`src/rtl/riscv_mc_seq.sv`:
```
`default_nettype none
// ============================================================================
// Module   : riscv_mc_seq
// Brief    : Multi-cycle RV32I instruction sequencer. Owns the PC, the
//            instruction register and the retired-instruction counter, and
//            steps each instruction through FETCH/DECODE/EXEC/MEM/WB using
//            handshaked instruction and data memory ports. Memory waits are
//            bounded; a timeout, illegal opcode or misaligned branch target
//            parks the sequencer in a sticky FAULT state until reset.
// Revision : 1.0 - initial release
// ============================================================================
module riscv_mc_seq #(
  parameter int              XLEN     = 32,
  parameter logic [XLEN-1:0] RESET_PC = '0,
  parameter int              WAIT_MAX = 15,
  parameter int              CNT_W    = 32
) (
  input  logic             clk,
  input  logic             rst,
  output logic             imem_req,
  output logic [XLEN-1:0]  imem_addr,
  input  logic [31:0]      imem_rdata,
  input  logic             imem_ready,
  output logic             dmem_req,
  output logic             dmem_we,
  input  logic             dmem_ready,
  input  logic             alu_zero,
  input  logic [XLEN-1:0]  imm,
  output logic [XLEN-1:0]  pc,
  output logic [31:0]      instr,
  output logic             reg_write,
  output logic             mem_to_reg,
  output logic             alu_src,
  output logic [1:0]       alu_op,
  output logic [2:0]       state,
  output logic             fault,
  output logic [1:0]       fault_code,
  output logic             retired,
  output logic [CNT_W-1:0] instret
);

  typedef enum logic [2:0] {
    S_FETCH  = 3'd0,
    S_DECODE = 3'd1,
    S_EXEC   = 3'd2,
    S_MEM    = 3'd3,
    S_WB     = 3'd4,
    S_FAULT  = 3'd7
  } state_e;

  localparam logic [6:0] OP_R      = 7'b0110011;
  localparam logic [6:0] OP_I      = 7'b0010011;
  localparam logic [6:0] OP_LOAD   = 7'b0000011;
  localparam logic [6:0] OP_STORE  = 7'b0100011;
  localparam logic [6:0] OP_BRANCH = 7'b1100011;

  localparam logic [1:0] FC_TIMEOUT    = 2'd1;
  localparam logic [1:0] FC_ILLEGAL    = 2'd2;
  localparam logic [1:0] FC_MISALIGNED = 2'd3;

  localparam logic [1:0] ALUOP_ADD    = 2'b00;
  localparam logic [1:0] ALUOP_BRANCH = 2'b01;
  localparam logic [1:0] ALUOP_FUNCT  = 2'b10;

  // Last wait count at which a missing ready still leaves the request alive;
  // one more unacknowledged cycle is the WAIT_MAX-th and trips the timeout.
  localparam logic [7:0] WAIT_LAST = 8'(WAIT_MAX - 1);

  state_e             state_q;
  logic [XLEN-1:0]    pc_q;
  logic [31:0]        instr_q;
  logic [7:0]         wait_q;
  logic [CNT_W-1:0]   instret_q;
  logic               fault_q;
  logic [1:0]         fault_code_q;
  logic               dmem_req_q;
  logic               dmem_we_q;
  logic               reg_write_q;
  logic               mem_to_reg_q;
  logic               alu_src_q;
  logic [1:0]         alu_op_q;
  logic               retired_q;

  logic               is_r;
  logic               is_i;
  logic               is_ld;
  logic               is_st;
  logic               is_br;
  logic               is_valid;
  logic [XLEN-1:0]    pc_plus4_d;
  logic [XLEN-1:0]    br_target_d;

  // Opcode classification and PC candidates, all from registered state.
  always_comb begin
    is_r        = (instr_q[6:0] == OP_R);
    is_i        = (instr_q[6:0] == OP_I);
    is_ld       = (instr_q[6:0] == OP_LOAD);
    is_st       = (instr_q[6:0] == OP_STORE);
    is_br       = (instr_q[6:0] == OP_BRANCH);
    is_valid    = is_r | is_i | is_ld | is_st | is_br;
    pc_plus4_d  = pc_q + XLEN'(4);
    br_target_d = alu_zero ? (pc_q + imm) : pc_plus4_d;
  end

  // Sequencer FSM: state, PC, IR, wait counter, counters and all strobes.
  always_ff @(posedge clk or negedge rst) begin
    if (!rst) begin
      state_q      <= S_FETCH;
      pc_q         <= RESET_PC;
      instr_q      <= '0;
      wait_q       <= '0;
      instret_q    <= '0;
      fault_q      <= 1'b0;
      fault_code_q <= '0;
      dmem_req_q   <= 1'b0;
      dmem_we_q    <= 1'b0;
      reg_write_q  <= 1'b0;
      mem_to_reg_q <= 1'b0;
      alu_src_q    <= 1'b0;
      alu_op_q     <= '0;
      retired_q    <= 1'b0;
    end else begin
      retired_q    <= 1'b0;
      reg_write_q  <= 1'b0;
      mem_to_reg_q <= 1'b0;
      case (state_q)
        S_FETCH: begin
          if (imem_ready) begin
            instr_q <= imem_rdata;
            wait_q  <= '0;
            state_q <= S_DECODE;
          end else if (wait_q >= WAIT_LAST) begin
            wait_q       <= '0;
            state_q      <= S_FAULT;
            fault_q      <= 1'b1;
            fault_code_q <= FC_TIMEOUT;
          end else begin
            wait_q <= wait_q + 8'd1;
          end
        end

        S_DECODE: begin
          if (is_valid) begin
            state_q   <= S_EXEC;
            alu_src_q <= is_i | is_ld | is_st;
            alu_op_q  <= is_br ? ALUOP_BRANCH :
                         (is_r | is_i) ? ALUOP_FUNCT : ALUOP_ADD;
          end else begin
            state_q      <= S_FAULT;
            fault_q      <= 1'b1;
            fault_code_q <= FC_ILLEGAL;
          end
        end

        S_EXEC: begin
          if (is_br) begin
            alu_src_q <= 1'b0;
            alu_op_q  <= '0;
            if (br_target_d[1:0] != 2'b00) begin
              state_q      <= S_FAULT;
              fault_q      <= 1'b1;
              fault_code_q <= FC_MISALIGNED;
            end else begin
              pc_q      <= br_target_d;
              retired_q <= 1'b1;
              instret_q <= instret_q + CNT_W'(1);
              state_q   <= S_FETCH;
            end
          end else if (is_ld | is_st) begin
            // alu_src/alu_op keep their EXEC values so the address is stable.
            dmem_req_q <= 1'b1;
            dmem_we_q  <= is_st;
            state_q    <= S_MEM;
          end else begin
            reg_write_q <= 1'b1;
            state_q     <= S_WB;
          end
        end

        S_MEM: begin
          if (dmem_req_q && dmem_ready) begin
            dmem_req_q <= 1'b0;
            dmem_we_q  <= 1'b0;
            wait_q     <= '0;
            if (is_ld) begin
              reg_write_q  <= 1'b1;
              mem_to_reg_q <= 1'b1;
              state_q      <= S_WB;
            end else begin
              alu_src_q <= 1'b0;
              alu_op_q  <= '0;
              pc_q      <= pc_plus4_d;
              retired_q <= 1'b1;
              instret_q <= instret_q + CNT_W'(1);
              state_q   <= S_FETCH;
            end
          end else if (wait_q >= WAIT_LAST) begin
            dmem_req_q   <= 1'b0;
            dmem_we_q    <= 1'b0;
            alu_src_q    <= 1'b0;
            alu_op_q     <= '0;
            wait_q       <= '0;
            state_q      <= S_FAULT;
            fault_q      <= 1'b1;
            fault_code_q <= FC_TIMEOUT;
          end else begin
            wait_q <= wait_q + 8'd1;
          end
        end

        S_WB: begin
          alu_src_q <= 1'b0;
          alu_op_q  <= '0;
          pc_q      <= pc_plus4_d;
          retired_q <= 1'b1;
          instret_q <= instret_q + CNT_W'(1);
          state_q   <= S_FETCH;
        end

        S_FAULT: begin
          state_q <= S_FAULT;
        end

        default: begin
          state_q      <= S_FAULT;
          fault_q      <= 1'b1;
          fault_code_q <= FC_ILLEGAL;
        end
      endcase
    end
  end

  // The state register already reads FETCH while reset is held, so the fetch
  // request is qualified with reset to keep every strobe low during reset.
  assign imem_req   = rst & (state_q == S_FETCH);
  assign imem_addr  = pc_q;
  assign pc         = pc_q;
  assign instr      = instr_q;
  assign dmem_req   = dmem_req_q;
  assign dmem_we    = dmem_we_q;
  assign reg_write  = reg_write_q;
  assign mem_to_reg = mem_to_reg_q;
  assign alu_src    = alu_src_q;
  assign alu_op     = alu_op_q;
  assign state      = state_q;
  assign fault      = fault_q;
  assign fault_code = fault_code_q;
  assign retired    = retired_q;
  assign instret    = instret_q;

endmodule
`default_nettype wire

```
`config.mk`:
```
export PLATFORM = sky130hd
export DESIGN_NAME = riscv_mc_seq
export DESIGN_NICKNAME = d
export VERILOG_FILES = /design/src/rtl/riscv_mc_seq.sv
export SDC_FILE = /design/constraint.sdc
export NUM_CORES = 1
export LEC_CHECK = 0
export CAP_MARGIN = 30
export CORE_ASPECT_RATIO = 1.75
export CORE_MARGIN = 3
export CORE_UTILIZATION = 49
export DETAILED_ROUTE_END_ITERATION = 6
export PLACE_DENSITY_LB_ADDON = 0.12
export SLEW_MARGIN = 20
export SYNTH_ARGS = -nofsm -noshare
export SYNTH_HDL_FRONTEND = slang
export SYNTH_SLANG_ARGS = --single-unit
```
`constraint.sdc`:
```
create_clock -name clk -period 3.3 [get_ports clk]
set_input_delay 0.33 -clock clk [delete_from_list [all_inputs] [get_ports clk]]
set_output_delay 0.33 -clock clk [all_outputs]
set_load 0.03 [all_outputs]
```
==> run_summary.xml, run 1 <==
<?xml version="1.0" encoding="UTF-8"?>
<metrics>
  <group name="synthesis">
    <metric name="synth.area.top_cells" unit="">sky130_fd_sc_hd__dfrtp_1 (38%), sky130_fd_sc_hd__ha_1 (5.7%), sky130_fd_sc_hd__mux2_2 (5.1%), sky130_fd_sc_hd__xnor2_1 (4.9%), sky130_fd_sc_hd__a21oi_1 (4.8%)</metric>
    <metric name="ys_ff_latch" unit="">118</metric>
    <metric name="synthCells" unit="">838</metric>
    <metric name="synth_top_cell_area_share" unit="%">38.5</metric>
    <metric name="netlist_area" unit="mm2">0.00768</metric>
    <metric name="synth.avg_cell_area" unit="um2">9.16</metric>
    <metric name="asyncSetResetFlopFracSynth" unit="%">100</metric>
    <metric name="yosys.area.top_type" unit="">sky130_fd_sc_hd__dfrtp_1</metric>
    <metric name="synth.top_cells.by_count" unit="">sky130_fd_sc_hd__dfrtp_1 (118), sky130_fd_sc_hd__nand2_1 (88), sky130_fd_sc_hd__a21oi_1 (74)</metric>
    <metric name="synth_enable_flop_cells" unit="">0</metric>
    <metric name="synth_most_common_cell" unit="">sky130_fd_sc_hd__dfrtp_1</metric>
    <metric name="yosys.cell_types.count" unit="">80</metric>
    <metric name="synth_nets" unit="">943</metric>
    <metric name="synthesis.yosys.warnings" unit="">0</metric>
    <metric name="yosysSeqAreaShare" unit="%">38.5</metric>
    <metric name="synth_ff_type" unit="">sky130_fd_sc_hd__dfrtp_1</metric>
  </group>
  <group name="die">
    <metric name="start_util" unit="%">50.7</metric>
    <metric name="top_level_i_o_count" unit="">212</metric>
    <metric name="rows" unit="">59</metric>
    <metric name="die_w" unit="um">101</metric>
    <metric name="die-area" unit="mm2">0.0173</metric>
    <metric name="coreArea" unit="mm2">0.0151</metric>
    <metric name="die_h" unit="um">172</metric>
  </group>
  <group name="sta">
    <metric name="final-setup-viol-count" unit="">0</metric>
    <metric name="timing.final.max_slew_violations" unit="">0</metric>
    <metric name="clock-skew-final" unit="ns">0.0143</metric>
    <metric name="worst_slew_pin_slew" unit="ns">0.807</metric>
    <metric name="max_freq" unit="MHz">337</metric>
    <metric name="maxSlewHeadroom" unit="%">44.8</metric>
    <metric name="setup_tns" unit="ns">0</metric>
    <metric name="timing_hold_violations_final" unit="">0</metric>
    <metric name="share_of_the_clock_period_used_by_the_worst_path_after_layout" unit="%">89.8</metric>
    <metric name="rsz0062_at_grt" unit="">false</metric>
    <metric name="worst_hold_slack" unit="ns">0.369</metric>
    <metric name="final_period_minus_worst_setup_slack" unit="ns">2.96</metric>
  </group>
  <group name="critical_path">
    <metric name="path_max_fanout" unit="">5</metric>
    <metric name="worstPathRequired" unit="ns">3.61</metric>
    <metric name="worst-r2r-setup-slack" unit="ns">0.34</metric>
    <metric name="critical_path.startpoint_type" unit="">flop</metric>
    <metric name="crit_type" unit="">flop to flop</metric>
    <metric name="setup.worst_path.end_class" unit="">flop</metric>
    <metric name="critical_path_arrival" unit="ns">3.28</metric>
  </group>
  <group name="cts">
    <metric name="worst_skew_pair.late_latency" unit="ns">0.41</metric>
    <metric name="htree_num_levels" unit="">4</metric>
    <metric name="cts-root-buf" unit="">sky130_fd_sc_hd__clkbuf_16</metric>
    <metric name="numCtsBuffers" unit="">17</metric>
    <metric name="clkSlewWorstSetupHoldPaths" unit="ns">0.07</metric>
    <metric name="post_cts_buffers" unit="">0</metric>
    <metric name="cts_tree" unit="">built</metric>
    <metric name="clock_sink_count" unit="">118</metric>
    <metric name="post_cts_resize_count" unit="">0</metric>
    <metric name="clock_tree.buffer_depth" unit="">2</metric>
    <metric name="postCtsHoldBufs" unit="">1</metric>
  </group>
  <group name="run_status">
    <metric name="status" unit="">finished, final reports clean</metric>
  </group>
  <group name="placement">
    <metric name="gp_congestion" unit="">0.906</metric>
    <metric name="dp_hpwl" unit="mm">17.4</metric>
    <metric name="dpl_cell_area" unit="mm2">0.00988</metric>
    <metric name="buffer_ports.inserted" unit="">211</metric>
  </group>
  <group name="route">
    <metric name="drt-vias-per-instance" unit="">5.78</metric>
    <metric name="wl_per_cell" unit="um">18.1</metric>
    <metric name="number_of_detailed_route_iterations_in_the_first_pass" unit="">6</metric>
    <metric name="remaining_drc_errors" unit="">0</metric>
    <metric name="drt.antenna.violating_nets" unit="">0</metric>
    <metric name="routed-wl-met3" unit="mm">1.29</metric>
    <metric name="routed_wl" unit="mm">22.5</metric>
    <metric name="highest_routed_layer" unit="">met4</metric>
    <metric name="met2_wirelength" unit="mm">12.3</metric>
    <metric name="routedLengthMet1" unit="mm">8.01</metric>
    <metric name="routed-via-count" unit="">7152</metric>
    <metric name="drt-initial-drc-count" unit="">328</metric>
  </group>
  <group name="global_routing">
    <metric name="grt_util_all_layers" unit="%">26.4</metric>
    <metric name="grt_start_max_net_pins" unit="">51</metric>
    <metric name="global_route.overflow_total" unit="">0</metric>
    <metric name="grt_pass1_vias" unit="">7178</metric>
    <metric name="grt_antenna_before_repair" unit="">0</metric>
    <metric name="grt_pass1_wl" unit="mm">36.1</metric>
  </group>
  <group name="final_layout">
    <metric name="proportion_of_layout_cells_with_a_drive_suffix_above_1" unit="%">12.5</metric>
    <metric name="nets" unit="">1147</metric>
    <metric name="synthToLayoutAreaGrowth" unit="%">36.9</metric>
    <metric name="final_cell_area" unit="mm2">0.0105</metric>
    <metric name="antenna_cells_inserted" unit="">0</metric>
  </group>
  <group name="power">
    <metric name="cellPowerDensity" unit="mW/mm2">1020</metric>
    <metric name="worst_ir_drop_vdd" unit="mV">0.584</metric>
    <metric name="leak_pwr" unit="nW">4.51</metric>
    <metric name="report.power.total" unit="mW">10.7</metric>
  </group>
  <group name="flow_run">
    <metric name="timing.max_cap.violations" unit="">0</metric>
  </group>
  <group name="min_path">
    <metric name="hold_class" unit="">input pin to asynchronous set/reset pin</metric>
  </group>
</metrics>
## worst paths after layout
check / to / depth (start not counted) / start
min in group clk: fault$_DFFE_PN0P_ / 1 / fault$_DFFE_PN0P_
worst min register to register: fault$_DFFE_PN0P_ / 1 / fault$_DFFE_PN0P_
worst max register to register: imem_addr[24]$_DFFE_PN0P_ / 11 / imem_addr[0]$_DFFE_PN0P_
worst max-delay path: imem_addr[24]$_DFFE_PN0P_ / 11 / imem_addr[0]$_DFFE_PN0P_
max in group asynchronous: instret[14]$_DFFE_PN0P_ / 4 / rst
worst min-delay path: imem_addr[16]$_DFFE_PN0P_ / 2 / rst
## worst max-delay path: stages, from the launching register on
cell	delay [ns]
sky130_fd_sc_hd__dfrtp_1	0.42
sky130_fd_sc_hd__ha_1	0.25
sky130_fd_sc_hd__fa_1	0.42
sky130_fd_sc_hd__a21o_1	0.23
sky130_fd_sc_hd__a221o_2	0.36
sky130_fd_sc_hd__a21oi_1	0.14
sky130_fd_sc_hd__buf_4	0.14
sky130_fd_sc_hd__o21ai_0	0.13
sky130_fd_sc_hd__a21oi_1	0.25
sky130_fd_sc_hd__o21ai_0	0.15
sky130_fd_sc_hd__xnor2_1	0.14
sky130_fd_sc_hd__a211oi_1	0.23
## layout make-up
class	count	area [um2]
tap	183	229
sequential	118	2950
fill	1226	4630
clock buffer	17	425
multi-input combinational	644	4250
timing repair buffer	249	2410
inverter	12	45.0
clock inverter	15	193
## power breakdown
group	total, mW	switching, mW	internal (mW)	leakage (nW)
clock	1.94	0.734	1.21	0.301
sequential	2.49	0.567	1.92	1.48
combinational	6.23	3.61	2.62	2.72
## metal layers
metal / GRT usage, % / vias up
li1: - / 3429
met1: 28.2 / 3370
met2: 49.8 / 296
met3: 4.14 / 57
met4: 11.7 / 0
met5: 0 / -
## metrics by stage
stage          setup slack (ns)  cells  utilization, %
3_5_place_dp             0.0463   1205            65.3
6_report                  0.337   1238            69.4
2_1_floorplan             0.378    838               -
5_1_grt                  0.0408   1238            69.4
4_1_cts                   0.349   1238            69.4
3_3_place_gp             0.0993   1205            65.3
## layout by cell type (no fill, tap or decap), drive strengths merged, types with 5 or more instances in the layout
master	count
o21ai	62
nor2	63
inv	18
and3	21
nand3	35
nor4	6
o22ai	10
clkbuf	17
or3	7
a31oi	12
clkdlybuf4s50	210
nand4	15
dfrtp	118
a21oi	75
mux2	35
clkinv	5
ha	35
a21o	22
xor2	17
xnor2	43
nand2	88
nor3	21
buf	38
and2	8
## cell families (layout without fill, tap and decap cells)
group,count (synthesis),in the layout,share of synthesized area [%]
simple gates,288,288,18.9
mux,36,36,5.26
flops,118,118,38.5
fa+ha+maj,36,36,5.96
compound gates,224,224,18.4
buf+inv,76,293,6.14
xor+xnor,60,60,6.84
(Power assumes the default switching activity.)
==> run 2: changes to the inputs <==
- CELL_PAD_IN_SITES_DETAIL_PLACEMENT: unset -> 0
- CELL_PAD_IN_SITES_GLOBAL_PLACEMENT: unset -> 1
- CORE_UTILIZATION: 49 -> 37
- clock period: 3.3 -> 3.4 ns (I/O delays scaled with it)
==> run_summary.xml, run 2 (synthesis results as in run 1) <==
<?xml version="1.0" encoding="UTF-8"?>
<metrics>
  <group name="cts">
    <metric name="cts-root-buf" unit="">sky130_fd_sc_hd__clkbuf_16</metric>
    <metric name="clock_tree.buffer_depth" unit="">2</metric>
    <metric name="post_cts_resize_count" unit="">0</metric>
    <metric name="htree_num_levels" unit="">4</metric>
    <metric name="cts_tree" unit="">built</metric>
    <metric name="clock_sink_count" unit="">118</metric>
    <metric name="worst_skew_pair.late_latency" unit="ns">0.43</metric>
    <metric name="numCtsBuffers" unit="">17</metric>
    <metric name="clkSlewWorstSetupHoldPaths" unit="ns">0.06</metric>
    <metric name="post_cts_buffers" unit="">0</metric>
    <metric name="postCtsHoldBufs" unit="">1</metric>
  </group>
  <group name="sta">
    <metric name="timing.final.max_slew_violations" unit="">0</metric>
    <metric name="max_freq" unit="MHz">330</metric>
    <metric name="clock-skew-final" unit="ns">0.00933</metric>
    <metric name="setup_tns" unit="ns">0</metric>
    <metric name="post_layout_worst_setup_margin" unit="ns">0.367</metric>
    <metric name="share_of_the_clock_period_used_by_the_worst_path_after_layout" unit="%">89.2</metric>
    <metric name="maxSlewHeadroom" unit="%">49.5</metric>
    <metric name="rsz0062_at_grt" unit="">false</metric>
    <metric name="worst_hold_slack" unit="ns">0.308</metric>
    <metric name="final_period_minus_worst_setup_slack" unit="ns">3.03</metric>
    <metric name="final-setup-viol-count" unit="">0</metric>
    <metric name="worst_slew_pin_slew" unit="ns">0.757</metric>
    <metric name="timing_hold_violations_final" unit="">0</metric>
  </group>
  <group name="route">
    <metric name="routed_wl" unit="mm">24.2</metric>
    <metric name="remaining_drc_errors" unit="">0</metric>
    <metric name="routed-via-count" unit="">7006</metric>
    <metric name="drt.antenna.violating_nets" unit="">0</metric>
    <metric name="wl_per_cell" unit="um">18.6</metric>
    <metric name="drt-initial-drc-count" unit="">341</metric>
    <metric name="drt-vias-per-instance" unit="">5.39</metric>
    <metric name="number_of_detailed_route_iterations_in_the_first_pass" unit="">5</metric>
  </group>
  <group name="die">
    <metric name="die_h" unit="um">197</metric>
    <metric name="top_level_i_o_count" unit="">212</metric>
    <metric name="start_util" unit="%">37.7</metric>
    <metric name="die-area" unit="mm2">0.0226</metric>
    <metric name="die_w" unit="um">115</metric>
    <metric name="rows" unit="">69</metric>
    <metric name="coreArea" unit="mm2">0.0204</metric>
  </group>
  <group name="critical_path">
    <metric name="critical_path_arrival" unit="ns">3.37</metric>
    <metric name="setup.worst_path.end_class" unit="">flop</metric>
    <metric name="crit_type" unit="">flop to flop</metric>
    <metric name="r2r-start" unit="">imem_addr[0]$_DFFE_PN0P_</metric>
    <metric name="worstPathRequired" unit="ns">3.73</metric>
    <metric name="worst-r2r-setup-slack" unit="ns">0.37</metric>
    <metric name="path_max_fanout" unit="">5</metric>
    <metric name="startpoint" unit="">imem_addr[0]$_DFFE_PN0P_</metric>
    <metric name="critical_path.startpoint_type" unit="">flop</metric>
  </group>
  <group name="placement">
    <metric name="buffer_ports.inserted" unit="">211</metric>
    <metric name="worst_slack_at_placement" unit="ns">0.0347</metric>
    <metric name="dpl_cell_area" unit="mm2">0.00994</metric>
    <metric name="gp_congestion" unit="">0.910</metric>
    <metric name="place_inst" unit="">1267</metric>
    <metric name="dp_hpwl" unit="mm">18.8</metric>
  </group>
  <group name="power">
    <metric name="leak_pwr" unit="nW">4.47</metric>
    <metric name="report.power.total" unit="mW">10.3</metric>
    <metric name="worst_ir_drop_vdd" unit="mV">0.503</metric>
    <metric name="cellPowerDensity" unit="mW/mm2">973</metric>
  </group>
  <group name="global_routing">
    <metric name="grt_antenna_before_repair" unit="">0</metric>
    <metric name="global_route.overflow_total" unit="">0</metric>
    <metric name="grt_pass1_vias" unit="">7169</metric>
    <metric name="grt_pass1_wl" unit="mm">37.8</metric>
    <metric name="grt_util_all_layers" unit="%">21.3</metric>
    <metric name="grt_start_max_net_pins" unit="">76</metric>
  </group>
  <group name="final_layout">
    <metric name="nets" unit="">1145</metric>
    <metric name="synthToLayoutAreaGrowth" unit="%">37.4</metric>
    <metric name="most_common_cell_after_layout_fill_and_taps_aside" unit="">sky130_fd_sc_hd__clkdlybuf4s50_1</metric>
    <metric name="final_cell_area" unit="mm2">0.0105</metric>
    <metric name="layout.core_utilization" unit="%">51.8</metric>
    <metric name="finish.cell_count_without_fillers" unit="">1300</metric>
    <metric name="proportion_of_layout_cells_with_a_drive_suffix_above_1" unit="%">12.2</metric>
    <metric name="layout.cells.most_common_list" unit="">sky130_fd_sc_hd__clkdlybuf4s50_1 (210), sky130_fd_sc_hd__dfrtp_1 (118), sky130_fd_sc_hd__nand2_1 (88)</metric>
    <metric name="antenna_cells_inserted" unit="">0</metric>
  </group>
  <group name="min_path">
    <metric name="hold_class" unit="">input pin to asynchronous set/reset pin</metric>
  </group>
  <group name="run_status">
    <metric name="status" unit="">finished, final reports clean</metric>
  </group>
  <group name="flow_run">
    <metric name="timing.max_cap.violations" unit="">0</metric>
  </group>
</metrics>
==> run 2: cell types whose count changed in the layout (fill, tap and decap cells not counted), sizes merged <==
cell and change:
buf -2, bufinv -1, clkbuf +2, clkinv -1, clkinvlp +4, inv -5
==> run 2: cell type report <==
cell class                      instances  area (um2)
Fill cell                            1987        9830
Multi-Input combinational cell        644        4250
Inverter                               12        45.0
Tap cell                              248         310
Timing Repair Buffer                  247        2410
Clock buffer                           19         443
Clock inverter                         12         130
Sequential cell                       118        2950
==> run 2: worst paths after layout <==
path | endpoint | cells past startpoint
max | imem_addr[24]$_DFFE_PN0P_ | 10
min | fault_code[0]$_DFFE_PN0P_ | 2
max reg2reg | imem_addr[24]$_DFFE_PN0P_ | 10
min reg2reg | instret[31]$_DFFE_PN0P_ | 1
max in group asynchronous | instr[27]$_DFFE_PN0P_ | 4
min in group clk | instret[31]$_DFFE_PN0P_ | 1
==> run 2: worst max-delay path: stages, from the launching register on <==
cell and delay, ns:
sky130_fd_sc_hd__dfrtp_1 0.43, sky130_fd_sc_hd__ha_1 0.25, sky130_fd_sc_hd__fa_1 0.40, sky130_fd_sc_hd__a21o_1 0.22, sky130_fd_sc_hd__a221o_2 0.36, sky130_fd_sc_hd__a21oi_1 0.27, sky130_fd_sc_hd__o21ai_0 0.22, sky130_fd_sc_hd__a21oi_1 0.28
sky130_fd_sc_hd__o21ai_0 0.15, sky130_fd_sc_hd__xnor2_1 0.14, sky130_fd_sc_hd__a211oi_1 0.21
==> run 2: layer usage <==
metal	up-vias	track usage (%)	share of wire, %
met4	0	8.44	2.9
met3	44	3.59	4.6
met2	218	41.6	57
li1	3416	-	-
met1	3328	21.8	36
met5	-	0	0
==> run 2: report_power, final <==
group | switching [mW] | leakage [nW] | internal [mW]
sequential | 0.515 | 1.48 | 1.87
combinational | 3.58 | 2.72 | 2.54
clock | 0.670 | 0.267 | 1.09
==> run 3: changes to the inputs <==
- PLACE_DENSITY_LB_ADDON: 0.12 -> 0.1
==> run_summary.xml, run 3 (synthesis results as in run 1) <==
<?xml version="1.0" encoding="UTF-8"?>
<metrics>
  <group name="sta">
    <metric name="maxSlewHeadroom" unit="%">61.9</metric>
    <metric name="clock-skew-final" unit="ns">0.0104</metric>
    <metric name="worst_slew_pin_slew" unit="ns">0.557</metric>
    <metric name="rsz0062_at_grt" unit="">false</metric>
    <metric name="max_freq" unit="MHz">326</metric>
    <metric name="final_period_minus_worst_setup_slack" unit="ns">3.06</metric>
    <metric name="final-setup-viol-count" unit="">0</metric>
    <metric name="setup_tns" unit="ns">0</metric>
    <metric name="timing.final.max_slew_violations" unit="">0</metric>
    <metric name="timing_hold_violations_final" unit="">0</metric>
    <metric name="share_of_the_clock_period_used_by_the_worst_path_after_layout" unit="%">90.1</metric>
  </group>
  <group name="cts">
    <metric name="clkSlewWorstSetupHoldPaths" unit="ns">0.06</metric>
    <metric name="numCtsBuffers" unit="">17</metric>
    <metric name="cts-root-buf" unit="">sky130_fd_sc_hd__clkbuf_16</metric>
    <metric name="post_cts_resize_count" unit="">0</metric>
    <metric name="postCtsHoldBufs" unit="">1</metric>
    <metric name="clock_sink_count" unit="">118</metric>
    <metric name="cts_tree" unit="">built</metric>
    <metric name="clock_tree.buffer_depth" unit="">2</metric>
    <metric name="htree_num_levels" unit="">4</metric>
    <metric name="worst_skew_pair.late_latency" unit="ns">0.41</metric>
    <metric name="post_cts_buffers" unit="">0</metric>
  </group>
  <group name="critical_path">
    <metric name="path_max_fanout" unit="">5</metric>
    <metric name="setup.worst_path.end_class" unit="">flop</metric>
    <metric name="crit_type" unit="">flop to flop</metric>
    <metric name="critical_path_arrival" unit="ns">3.36</metric>
    <metric name="critical_path.startpoint_type" unit="">flop</metric>
    <metric name="worstPathRequired" unit="ns">3.70</metric>
  </group>
  <group name="final_layout">
    <metric name="seq_area" unit="mm2">0.00295</metric>
    <metric name="proportion_of_layout_cells_with_a_drive_suffix_above_1" unit="%">12.7</metric>
    <metric name="nets" unit="">1151</metric>
    <metric name="layout.core_utilization" unit="%">52.0</metric>
    <metric name="synthToLayoutAreaGrowth" unit="%">38.1</metric>
    <metric name="antenna_cells_inserted" unit="">0</metric>
    <metric name="finish.cell_count_without_fillers" unit="">1307</metric>
    <metric name="most_common_cell_after_layout_fill_and_taps_aside" unit="">sky130_fd_sc_hd__clkdlybuf4s50_1</metric>
    <metric name="layout.cells.most_common_list" unit="">sky130_fd_sc_hd__clkdlybuf4s50_1 (210), sky130_fd_sc_hd__dfrtp_1 (118), sky130_fd_sc_hd__nand2_1 (88)</metric>
    <metric name="layout.filler_cells" unit="">1944</metric>
    <metric name="final_cell_area" unit="mm2">0.0106</metric>
    <metric name="multiInputGateArea" unit="mm2">0.00425</metric>
  </group>
  <group name="die">
    <metric name="die_h" unit="um">197</metric>
    <metric name="die-area" unit="mm2">0.0226</metric>
    <metric name="start_util" unit="%">37.7</metric>
    <metric name="rows" unit="">69</metric>
    <metric name="die_w" unit="um">115</metric>
    <metric name="coreArea" unit="mm2">0.0204</metric>
    <metric name="top_level_i_o_count" unit="">212</metric>
  </group>
  <group name="power">
    <metric name="worst_ir_drop_vdd" unit="mV">0.594</metric>
    <metric name="cellPowerDensity" unit="mW/mm2">979</metric>
    <metric name="report.power.total" unit="mW">10.4</metric>
    <metric name="leak_pwr" unit="nW">4.51</metric>
  </group>
  <group name="route">
    <metric name="routed_wl" unit="mm">24.7</metric>
    <metric name="drt-initial-drc-count" unit="">295</metric>
    <metric name="routed-via-count" unit="">7038</metric>
    <metric name="wl_per_cell" unit="um">18.9</metric>
    <metric name="remaining_drc_errors" unit="">0</metric>
    <metric name="number_of_detailed_route_iterations_in_the_first_pass" unit="">4</metric>
    <metric name="drt-vias-per-instance" unit="">5.38</metric>
    <metric name="drt.antenna.violating_nets" unit="">0</metric>
  </group>
  <group name="placement">
    <metric name="gp_congestion" unit="">0.886</metric>
    <metric name="dpl_cell_area" unit="mm2">0.0100</metric>
    <metric name="dp_hpwl" unit="mm">19.3</metric>
    <metric name="buffer_ports.inserted" unit="">211</metric>
    <metric name="place_inst" unit="">1274</metric>
  </group>
  <group name="global_routing">
    <metric name="grt_util_all_layers" unit="%">21.9</metric>
    <metric name="grt_pass1_wl" unit="mm">39.1</metric>
    <metric name="global_route.overflow_total" unit="">0</metric>
    <metric name="grt_antenna_before_repair" unit="">0</metric>
    <metric name="grt_pass1_vias" unit="">7410</metric>
    <metric name="grt_start_max_net_pins" unit="">53</metric>
  </group>
  <group name="min_path">
    <metric name="hold_class" unit="">input pin to asynchronous set/reset pin</metric>
  </group>
  <group name="flow_run">
    <metric name="timing.max_cap.violations" unit="">0</metric>
  </group>
  <group name="run_status">
    <metric name="status" unit="">finished, final reports clean</metric>
  </group>
</metrics>
==> run 3: cell count changes in the layout (fill, tap and decap cells not counted), sizes merged <==
cell,previous run,this run
clkbuf,19,18
buf,36,42
clkinv,4,5
inv,13,15
clkinvlp,5,4
==> run 3: worst paths after layout <==
check,from,end,slack [ns],cells after the start
max in group asynchronous,rst,instret[7]$_DFFE_PN0P_,2.20,4
worst min-delay path,rst,mem_to_reg$_DFF_PN0_,0.32,2
worst max-delay path,imem_addr[0]$_DFFE_PN0P_,imem_addr[22]$_DFFE_PN0P_,0.34,10
min in group clk,instret[31]$_DFFE_PN0P_,instret[31]$_DFFE_PN0P_,0.47,1
worst min register to register,instret[31]$_DFFE_PN0P_,instret[31]$_DFFE_PN0P_,0.47,1
worst max register to register,imem_addr[0]$_DFFE_PN0P_,imem_addr[22]$_DFFE_PN0P_,0.34,10
==> run 3: layout make-up <==
type,instances,area share [%]
multi-input combinational,644,40.1
clock inverter,14,1.44
timing repair buffer,253,23.2
inverter,12,0.425
tap,248,2.93
sequential,118,27.8
clock buffer,18,4.05
==> run 3: layer usage <==
| layer | track usage [%] | share of wire (%) |
|---|---|---|
| met5 | 0 | 0 |
| met4 | 6.83 | 1.8 |
| met3 | 3.41 | 4.4 |
| met2 | 43.6 | 57 |
| met1 | 22.5 | 36 |
==> run 3: per-stage QoR <==
stage / hold slack [ns] / setup slack [ns]
6_report: 0.318 / 0.336
5_1_grt: 0.313 / 0.157
4_1_cts: 0.306 / 0.333
3_5_place_dp: 0.201 / 0.0542
3_3_place_gp: 0.202 / 0.0710
2_1_floorplan: 0.0444 / 0.478
==> run 3: where the power goes <==
part | internal (mW) | switching [mW]
Clock | 1.08 | 0.696
Sequential | 1.87 | 0.487
Combinational | 2.60 | 3.65
Total | 5.55 | 4.83
==> run 3: critical path, cell delays in order (launching register included) <==
cell and delay (ns):
sky130_fd_sc_hd__dfrtp_1 0.43, sky130_fd_sc_hd__ha_1 0.25, sky130_fd_sc_hd__fa_1 0.41, sky130_fd_sc_hd__a21o_1 0.23, sky130_fd_sc_hd__a221o_2 0.37, sky130_fd_sc_hd__a21oi_1 0.32
sky130_fd_sc_hd__o211a_1 0.26, sky130_fd_sc_hd__o21bai_1 0.08, sky130_fd_sc_hd__a21oi_1 0.18, sky130_fd_sc_hd__xnor2_1 0.09, sky130_fd_sc_hd__a221o_1 0.34
